`src/rtl/hack_cpu_pkg.sv`:
```
// -----------------------------------------------------------------------------
// hack_cpu_pkg
// Shared definitions for the Hack CPU control path.
//   DEF_ADDR_W / DEF_DATA_W : default instruction-address and datapath widths
//   jump_e                  : C-instruction jump field encodings (j1 j2 j3)
//   state_e                 : program-counter sequencing state
// -----------------------------------------------------------------------------
package hack_cpu_pkg;

    localparam int DEF_ADDR_W = 15;  // 32K-word instruction ROM
    localparam int DEF_DATA_W = 16;  // A-register / datapath width

    // j1 = lt (MSB), j2 = eq, j3 = gt (LSB)
    typedef enum logic [2:0] {
        JNULL = 3'b000,
        JGT   = 3'b001,
        JEQ   = 3'b010,
        JGE   = 3'b011,
        JLT   = 3'b100,
        JNE   = 3'b101,
        JLE   = 3'b110,
        JMP   = 3'b111
    } jump_e;

    typedef enum logic {
        RUN    = 1'b0,
        HALTED = 1'b1
    } state_e;

endpackage

```
`src/rtl/jump_cond.sv`:
```
// -----------------------------------------------------------------------------
// jump_cond
// Purely combinational evaluation of the Hack jump field against ALU flags.
// Ports:
//   jump [2:0] in  : j1 j2 j3 (lt, eq, gt)
//   zr         in  : ALU result is zero
//   ng         in  : ALU result is negative
//   cond       out : jump condition satisfied
// The illegal flag pair zr=ng=1 is evaluated literally: the lt and eq terms
// may fire, the gt term never does.
// -----------------------------------------------------------------------------
module jump_cond (
    input  logic [2:0] jump,
    input  logic       zr,
    input  logic       ng,
    output logic       cond
);

    logic lt_hit;
    logic eq_hit;
    logic gt_hit;

    assign lt_hit = jump[2] & ng;
    assign eq_hit = jump[1] & zr;
    assign gt_hit = jump[0] & ~ng & ~zr;
    assign cond   = lt_hit | eq_hit | gt_hit;

endmodule

```
`src/rtl/pc_jump_unit.sv`:
```
// -----------------------------------------------------------------------------
// pc_jump_unit
// Program counter and jump resolution for the Hack CPU. Each cycle the PC
// either holds (stall), loads the A-register target (taken jump) or
// increments. An unconditional jump to the current PC is the Hack
// end-of-program idiom and parks the unit in HALTED until reset.
//
// Parameters:
//   ADDR_W    : instruction address width
//   DATA_W    : A-register width (bits above ADDR_W are ignored)
//   RESET_VEC : PC value after reset
// Ports:
//   clk        in  : clock, rising edge
//   rst_n      in  : asynchronous active-low reset
//   stall      in  : hold PC and state this cycle
//   c_instr    in  : current instruction is a C-instruction
//   jump       in  : j1 j2 j3 jump field
//   zr, ng     in  : ALU zero / negative flags
//   a_reg      in  : jump target
//   pc         out : current instruction address (registered)
//   jump_taken out : registered pulse, previous update was a jump
//   halted     out : registered, self-jump idiom detected
//   jump_count out : taken-jump counter, saturating (only with
//                    PC_JUMP_COUNT_EN defined)
// Build option: define PC_JUMP_COUNT_EN to add the jump_count port.
// -----------------------------------------------------------------------------
module pc_jump_unit
    import hack_cpu_pkg::*;
#(
    parameter int                ADDR_W    = DEF_ADDR_W,
    parameter int                DATA_W    = DEF_DATA_W,
    parameter logic [ADDR_W-1:0] RESET_VEC = '0
) (
    input  logic              clk,
    input  logic              rst_n,
    input  logic              stall,
    input  logic              c_instr,
    input  logic [2:0]        jump,
    input  logic              zr,
    input  logic              ng,
    input  logic [DATA_W-1:0] a_reg,
    output logic [ADDR_W-1:0] pc,
    output logic              jump_taken,
    output logic              halted
`ifdef PC_JUMP_COUNT_EN
   ,output logic [15:0]       jump_count
`endif
);

    logic [ADDR_W-1:0] pc_q;
    logic [ADDR_W-1:0] pc_d;
    logic              jump_taken_q;
    logic              jump_taken_d;
    state_e            state_q;
    state_e            state_d;

    logic              cond;
    logic              take;
    logic              halt_hit;
    logic [ADDR_W-1:0] target;

    jump_cond u_jump_cond (
        .jump (jump),
        .zr   (zr),
        .ng   (ng),
        .cond (cond)
    );

    assign target = a_reg[ADDR_W-1:0];

    // Upper A-register bits never address the ROM.
    generate
        if (DATA_W > ADDR_W) begin : g_a_hi
            logic unused_a_hi;
            assign unused_a_hi = ^a_reg[DATA_W-1:ADDR_W];
        end
    endgenerate

    assign take     = c_instr & cond & ~stall & (state_q == RUN);
    // Only the unconditional form halts; a conditional self-jump is an
    // ordinary taken jump (it may be a spin-wait on a flag).
    assign halt_hit = take & (jump == JMP) & (target == pc_q);

    always_comb begin
        pc_d         = pc_q;
        jump_taken_d = 1'b0;
        state_d      = state_q;
        if ((state_q == RUN) && !stall) begin
            if (halt_hit) begin
                state_d      = HALTED;
                jump_taken_d = 1'b1;
            end else if (take) begin
                pc_d         = target;
                jump_taken_d = 1'b1;
            end else begin
                pc_d = pc_q + 1'b1;  // wraps naturally at 2^ADDR_W
            end
        end
    end

    always_ff @(posedge clk or negedge rst_n) begin
        if (!rst_n) begin
            pc_q         <= RESET_VEC;
            jump_taken_q <= 1'b0;
            state_q      <= RUN;
        end else begin
            pc_q         <= pc_d;
            jump_taken_q <= jump_taken_d;
            state_q      <= state_d;
        end
    end

    assign pc         = pc_q;
    assign jump_taken = jump_taken_q;
    assign halted     = (state_q == HALTED);

`ifdef PC_JUMP_COUNT_EN
    logic [15:0] jump_count_q;
    logic [15:0] jump_count_d;

    always_comb begin
        jump_count_d = jump_count_q;
        if (jump_taken_d && (jump_count_q != 16'hFFFF)) begin
            jump_count_d = jump_count_q + 16'd1;
        end
    end

    always_ff @(posedge clk or negedge rst_n) begin
        if (!rst_n) begin
            jump_count_q <= '0;
        end else begin
            jump_count_q <= jump_count_d;
        end
    end

    assign jump_count = jump_count_q;
`endif

endmodule

```
`config.mk`:
```
export PLATFORM = sky130hd
export DESIGN_NAME = pc_jump_unit
export DESIGN_NICKNAME = d
export VERILOG_FILES = /design/src/rtl/hack_cpu_pkg.sv /design/src/rtl/jump_cond.sv /design/src/rtl/pc_jump_unit.sv
export SDC_FILE = /design/constraint.sdc
export NUM_CORES = 1
export LEC_CHECK = 0
export ABC_CLOCK_PERIOD_IN_PS = 1700
export BUFFER_PORTS_ARGS = -buffer_cell sky130_fd_sc_hd__buf_2
export CORE_MARGIN = 3
export CORE_UTILIZATION = 30
export DETAILED_ROUTE_END_ITERATION = 7
export HOLD_SLACK_MARGIN = 0.06
export PLACE_DENSITY = 0.55
export SETUP_SLACK_MARGIN = 0.2
export SLEW_MARGIN = 20
export SYNTH_ARGS = -nofsm -noshare
export SYNTH_HDL_FRONTEND = slang
export SYNTH_SLANG_ARGS = --single-unit
```
`constraint.sdc`:
```
create_clock -name clk -period 1.7 [get_ports clk]
set_input_delay 0.34 -clock clk [delete_from_list [all_inputs] [get_ports clk]]
set_output_delay 0.34 -clock clk [all_outputs]
set_load 0.02 [all_outputs]
```
; ---- Word-level counts from Yosys, hierarchy flattened
; Cells that the tools add are included.
[op_classes]
addsub = 1
n_reduce_logical = 4
mux = 4
bitwise_logic = 16
eq_ne = 2
[ops]
columns = cell, n
row1 = $add 15x1->15 const B, 1
row2 = $eq 15x15->1, 1
row3 = $mux 15, 1
row4 = $and 1x1->1, 9
row5 = $not 1->1, 5
row6 = $reduce_and 2->1, 2
row7 = $eq 3x3->1 const B, 1
row8 = $mux 1, 3
row9 = $or 1x1->1, 2
row10 = $logic_and 1x1->1, 1
row11 = $logic_not 1->1, 1
[word_totals]
word_cells = 30
regBits = 17
output_inout_bits = 17

; ---- Longest topological paths before layout
; Gate-level depths: netlist of the first run.
[depth]
word_depth = 11
ltp_mapped = 7
ltp_nobuf = 6

; ---- Cells and area by module
; Synthesis of the first run repeated with hierarchy kept, for this count alone.
[hier_totals]
hier_cells = 162
hier_area_um2 = 1382.6
[modules_own_cells]
columns = module, cells_each, seq_area_each_um2, area_each_um2, n_inst
row1 = pc_jump_unit, 160, 425.4, 1365.1, 1
row2 = jump_cond, 2, 0.0, 17.5, 1

; ---- Least setup slack after synthesis of the first run
; OpenSTA, ideal clock, no wires.
[synth_timing]
kind = register -> register
from = reg pc_q[9] (netlist: pc[9])
to = reg pc_q[6] (netlist: pc[6])
setup_ns = 0.120
slack_ns = -0.193
arrival_time_ns = 1.772
n_path_buf = 1
path_stages_with_launch = 7
path_cell_list = dfrtp_1 buf_6 xor2_1 nor4_4 nand4_4 a221o_1 o211a_1
[synth_between]
elab_chain_cells = 4
[synth_lines]
columns = item, line_no
row1 = start: declaration, pc_jump_unit.sv:50  ; logic [ADDR_W-1:0] pc_q;
row2 = start signal: assignment, pc_jump_unit.sv:107  ; pc_q <= pc_d;
row3 = $eq 15x15->1, pc_jump_unit.sv:82  ; assign halt_hit = take & (jump == JMP) & (target == pc_q);
row4 = $and 1x1->1, pc_jump_unit.sv:82
row5 = $not 1->1 (no line), --
row6 = $reduce_and 2->1 (no line), --
; No other way between the ends.
; A chain may end at the register's enable or synchronous reset.

; ---- Worst setup path in the final report of the first run
[layout_timing]
from = reg pc_q[4] (netlist: pc[4])
to = reg pc_q[6] (netlist: pc[6])
[layout_between]
elab_chain_cells = 4
elab_cells_between_ends = 6
cone_classes = 1 x add/sub / 1 x eq/ne / 1 x mux / 2 x bitwise / 1 x reduce/logical
[layout_lines]
columns = item
row1 = "parallel branches: the longest is 4 deep, another holds $add 15x1->15"
; Several ways; the timed one is not identified.

==> results of run 1 <==
-- what timing repair did --
item                                   CTS  global route
setup buffers                            2             2
setup endpoints to repair               16            16
gates resized for setup                  5             6
hold buffers                             1             0
endpoints found under the hold margin   17             0
pin swaps                                3             6
-- final cells by class --
cell class | count | area [µm²]
well taps | 50 | 62.6
fillers | 403 | 2110
flip-flops and latches | 17 | 440
multi-input cells | 108 | 915
repair buffers | 87 | 576
clock buffers | 4 | 45.0
inverters | 7 | 26.3
-- power by group --
| part | internal (mW) | switching (mW) | total, mW | leakage [nW] |
|---|---|---|---|---|
| sequential | 0.529 | 0.0980 | 0.627 | 0.183 |
| clock | 0.167 | 0.149 | 0.316 | 0.0228 |
| combinational | 0.549 | 0.688 | 1.24 | 0.748 |
-- worst max-delay path: cells and delay by family, from the launching register on --
family / cells / cell delay [ps]
AOI/OAI and AO/OA: 2 / 480
xor gates and xnor gates: 1 / 190
DFF: 1 / 420
and+or+nand+nor: 2 / 590
-- per-stage QoR --
| step | cells | util (%) | TNS, ps | hold WS, ps |
|---|---|---|---|---|
| after floorplan | 141 | - | -568 | 44.4 |
| after CTS | 271 | 48.5 | -904 | 355 |
| after global routing | 273 | 49.5 | -1910 | 368 |
| after global placement | 264 | 46.3 | -1590 | 302 |
| final | 273 | 49.5 | -875 | 362 |
| after detailed placement | 264 | 46.3 | -1900 | 302 |
-- synth_stat cells (all sizes together) (2+ instances only) --
| cell type | count | share of area, % |
|---|---|---|
| nor2 | 5 | 1.4 |
| a211o | 2 | 1.3 |
| clkbuf | 3 | 0.83 |
| o211a | 2 | 1.5 |
| nand3 | 11 | 4.1 |
| a22oi | 3 | 1.7 |
| o31a | 4 | 2.6 |
| a221o | 2 | 1.5 |
| o31ai | 3 | 1.7 |
| nor4 | 8 | 7.5 |
| nor3 | 4 | 1.9 |
| a21o | 2 | 1.1 |
| a32oi | 2 | 1.3 |
| and4 | 3 | 2.1 |
| a211oi | 4 | 2.2 |
| nand4 | 3 | 3.0 |
| a2bb2oi | 2 | 1.3 |
| a21oi | 3 | 1.1 |
| inv | 7 | 1.9 |
| xor2 | 15 | 10 |
| and3 | 3 | 1.4 |
| nand2 | 9 | 2.5 |
| buf | 5 | 3.4 |
| dfrtp | 17 | 32 |
| o211ai | 2 | 1.1 |
| o21ai | 3 | 1.1 |
-- layer usage --
| metal | track usage, % | part of all wire (%) |
|---|---|---|
| met5 | 0 | 0 |
| met4 | 4.71 | 1.0 |
| met3 | 2.34 | 4.3 |
| met2 | 29.3 | 48 |
| met1 | 23.0 | 46 |
-- flip-flops by register name, indices dropped and copies added, names as in the netlist --
name,cells
halted,1
jump_taken,1
pc,15
-- cells by family (layout without fill, tap and decap cells) --
logic type                 count (synthesis)  after routing  synth area share, %
xor gates and xnor gates                  16             16                 10.9
buffers and inverters                     16             98                 6.86
and+or+nand+nor                           50             50                 25.9
muxes                                      1              1                0.742
DFF                                       17             17                 31.5
adders and majority gates                  1              1                0.927
AOI/OAI and AO/OA                         40             40                 23.1
-- path summary, 6_finish.rpt --
kind | startpoint | to | slack, ps | depth (start not counted)
worst min register to register | halted | halted | 500 | 1
worst max register to register | pc[4] | pc[6] | -90 | 5
max in group asynchronous | rst_n | pc[12] | 840 | 2
worst max-delay path | pc[4] | pc[6] | -90 | 5
worst min-delay path | a_reg[9] | pc[9] | 360 | 2
min in group asynchronous | rst_n | pc[6] | 550 | 2
==> run summary, run 1 <==
WL final: 4.44 mm
worst hold-check path type: in2reg
die width: 73.1 µm
Peak Freq: 0.557 GHz
max incr delay on CP: 420 ps
first-pass GRT wire length: 7.20 mm
# DRC: 0
share of cells above drive strength 1: 57.0%
commonest non-fill, non-tap cell in the layout: buf_4
RSZ-0062 raised after global routing: yes
Worst-Skew Late Latency: 260 ps
DRT Pass-1 Iters: 4
std cell rows: 23
Final Cycle Share: 106%
remaining antenna violation count: 0
critical path peak fanout: 7
Overflow after GRT: 0
die area: 5340 µm²
Nets: 250
CP Launch Type: flip-flop
peak supply drop: 451 µV
overall power: 2.18 mW
count of cell types in the netlist: 51
Worst EP required: 1850 ps
CTS Root Buffer Type: clkbuf_8
TritonCTS Buffers: 3
post-layout min period: 1790 ps
# diodes: 0
DP Worst Slack: -182 ps
failing checks: setup timing
Setup crit end kind: flip-flop
Max-Cap Viols: 0
Max-Slew Margin vs Limit: 72.3%
Critical Path AT: 1950 ps
# IOs: 42
Final Hold Fails: 0
GP Congestion: 0.817
status: complete, but fails checks
Yosys Warn Count: 0
Max H-tree Level: 1
CP Class: reg2reg
placed wire-length estimate: 3.49 mm
share of the yosys chip area belonging to registers: 31.5%
CTS tree: yes
number of synthesized flops with an enable pin: 0
vias in the first global route: 1501
# setup viols final: 14
CTS Buffer Depth: 2
ys async rst share: 100%
area grow syn2layout: 53.1%
DR vias/cell: 5.37
Syn Area/Cell: 9.57 µm²
most frequent cells in the layout: buf_4, buf_2, xor2_1
Pleak: 0.954 nW
Synth Net Count: 167
Final Skew: 2.46 ps
Pwr Density: 1060 nW/µm²
all-layer global routing usage: 17.3%
fin worst setup slack: -93.8 ps
pin count of the biggest net entering global routing: 18
IO buf count: 40
Top FF cell, synth: dfrtp_1
synthesized cell area: 1350 µm²
Max Slew Vio Count: 0
initial antenna violation count: 0
DR WL/cell: 16.3 µm
worst-path cell chain: xor2_1 -> nor4_4 -> nand4_4 -> a221o_1 -> o211a_1
Die H: 73.1 µm
effective utilization at floorplan: 32.3%
Detailed Route Iter0 Violations: 38
Worst-Margin Slew: 416 ps
fin area: 2060 µm²
clock sink count: 17
Mapped Cells: 141
Synth Register Bits: 17
slowest cell on the critical path: dfrtp_2
Core ar.: 4170 µm²
routed via count: 1467
Worst-path clk slew: 70 ps
placed inst area: 1930 µm²
(Power assumes the default switching activity.)
==> run 2, diff against run 1 <==
CORE_ASPECT_RATIO = 1.25   (was default)
CORE_UTILIZATION = 46   (was 30)
PLACE_DENSITY = 0.78   (was 0.55)
==> run 2 against run 1 <==
  * The flow still finishes with violations (setup timing)
  * Clock power fell by 25%
  * Hold slack got worse by 66 ps
  * Via count rose by 6.4%
  * Sequential cell count did not move
  * Largest cell class unchanged
==> run summary, run 2 (same netlist as run 1, synthesis figures left out) <==
status: complete, but fails checks
failing checks: setup timing
CP Class: reg2reg
Final TNS setup: -1720 ps
IO buf count: 40
worst hold-check path type: in2reg
Pwr Density: 1030 nW/µm²
pin count of the biggest net entering global routing: 18
Hold Path Stages: 3
CTS Buffer Depth: 2
die width: 54.4 µm
initial antenna violation count: 0
DR vias/cell: 6.05
placed inst area: 1940 µm²
remaining antenna violation count: 0
Die H: 66.5 µm
Nets: 251
WL final: 4.70 mm
Max H-tree Level: 1
DRT Pass-1 Iters: 4
max reg flops: 15
# DRC: 0
fin area: 2130 µm²
Peak Freq: 0.535 GHz
std cell rows: 21
Max Slew Vio Count: 0
share of cells above drive strength 1: 60.7%
Detailed Route Iter0 Violations: 70
CTS Root Buffer Type: clkbuf_4
Sequential Area: 440 µm²
Min Hold Slack: 295 ps
CTS tree: yes
GP Congestion: 0.828
first-pass GRT wire length: 7.25 mm
all-layer global routing usage: 27.6%
# diodes: 0
Worst EP required: 1910 ps
fin worst setup slack: -170 ps
Worst-path clk slew: 110 ps
r2r setup slk: -170 ps
placed wire-length estimate: 3.37 mm
RSZ-0062 raised after global routing: yes
Hold Path Origin: a_reg[7]
overall power: 2.20 mW
Max-Slew Margin vs Limit: 71.7%
Worst-Margin Slew: 424 ps
routed via count: 1561
r2r startpoint: pc[11]
Final Cycle Share: 110%
Pleak: 0.958 nW
most frequent cells in the layout: buf_4, buf_2, dfrtp_2
r2r endpoint: pc[0]
CP Launch Type: flip-flop
commonest non-fill, non-tap cell in the layout: buf_4
TritonCTS Buffers: 3
Max-Cap Viols: 0
DR WL/cell: 18.2 µm
footprint of the multi-input gates: 976 µm²
Hold Path End: pc[7]
post-layout min period: 1870 ps
peak supply drop: 766 µV
area grow syn2layout: 58.1%
r2r worst-path depth: 7
Setup crit end kind: flip-flop
Worst-Skew Late Latency: 310 ps
slowest cell on the critical path: dfrtp_1
Final Skew: 4.58 ps
clock sink count: 17
die area: 3620 µm²
Final Hold Fails: 0
critical path peak fanout: 8
# IOs: 42
Overflow after GRT: 0
Core ar.: 2730 µm²
worst-path cell chain: xor2_1 -> nor4_2 -> buf_4 -> nand4_4 -> buf_6 -> mux2i_1 -> a211o_1
Layout fillers: 188
max incr delay on CP: 420 ps
# setup viols final: 15
Critical Path AT: 2080 ps
effective utilization at floorplan: 49.4%
vias in the first global route: 1628
==> run 2: metrics by stage <==
step,std cells,worst slack (ps),utilization (%)
2_1_floorplan,141,-76.2,-
6_report,258,-170,78.0
5_1_grt,258,-255,78.0
3_3_place_gp,250,-161,71.0
3_5_place_dp,250,-205,71.0
4_1_cts,258,-115,76.3
==> run 2: how the worst max path moves through the flow <==
stage                     cells past startpoint       from  endpoint  slack [ps]
final                                         7     pc[11]     pc[0]        -170
after global routing                          6      pc[9]     pc[0]        -260
after CTS                                     7     pc[11]     pc[0]        -110
after detailed placement                      8  a_reg[14]    pc[14]        -210
after global placement                        7  a_reg[14]     pc[6]        -160
after floorplan                               5     pc[14]     pc[9]         -80
==> run 2: where the power goes <==
part | switching [mW] | leakage [nW] | internal (mW)
clock | 0.149 | 0.0177 | 0.0880
sequential | 0.106 | 0.183 | 0.529
combinational | 0.731 | 0.757 | 0.594
total | 0.986 | 0.958 | 1.21
==> run 2: what timing repair did <==
action | in CTS | in global routing
pin swaps | 15 | 2
hold endpoints to repair | 17 | 0
hold buffers | 1 | 0
setup buffers | 3 | 0
gates cloned | 0 | 0
resized for setup | 16 | 10
setup endpoints to repair | 17 | 18
==> run 2: critical path: cells and delay by family (launching register included) <==
kind / cells / cell delay, ps
compound gates: 1 / 220
xor+xnor: 1 / 180
buf+inv: 2 / 360
flops: 1 / 420
mux: 1 / 110
simple gates: 2 / 490
==> run 2: final cells by class <==
| class | instances | share of cell area (%) |
|---|---|---|
| flip-flops and latches | 17 | 20.7 |
| well taps | 34 | 2.00 |
| multi-input cells | 108 | 45.8 |
| inverters | 7 | 1.23 |
| repair buffers | 88 | 29.0 |
| clock buffers | 3 | 1.06 |
| clock inverters | 1 | 0.235 |
==> run 2: layer usage <==
metal / global-route usage, % / wire (µm) / up-vias
met1: 30.1 / 1690 / 772
met4: 11.8 / 142 / 0
li1: - / - / 706
met5: 0 / 0 / -
met2: 50.7 / 2580 / 68
met3: 3.80 / 295 / 15
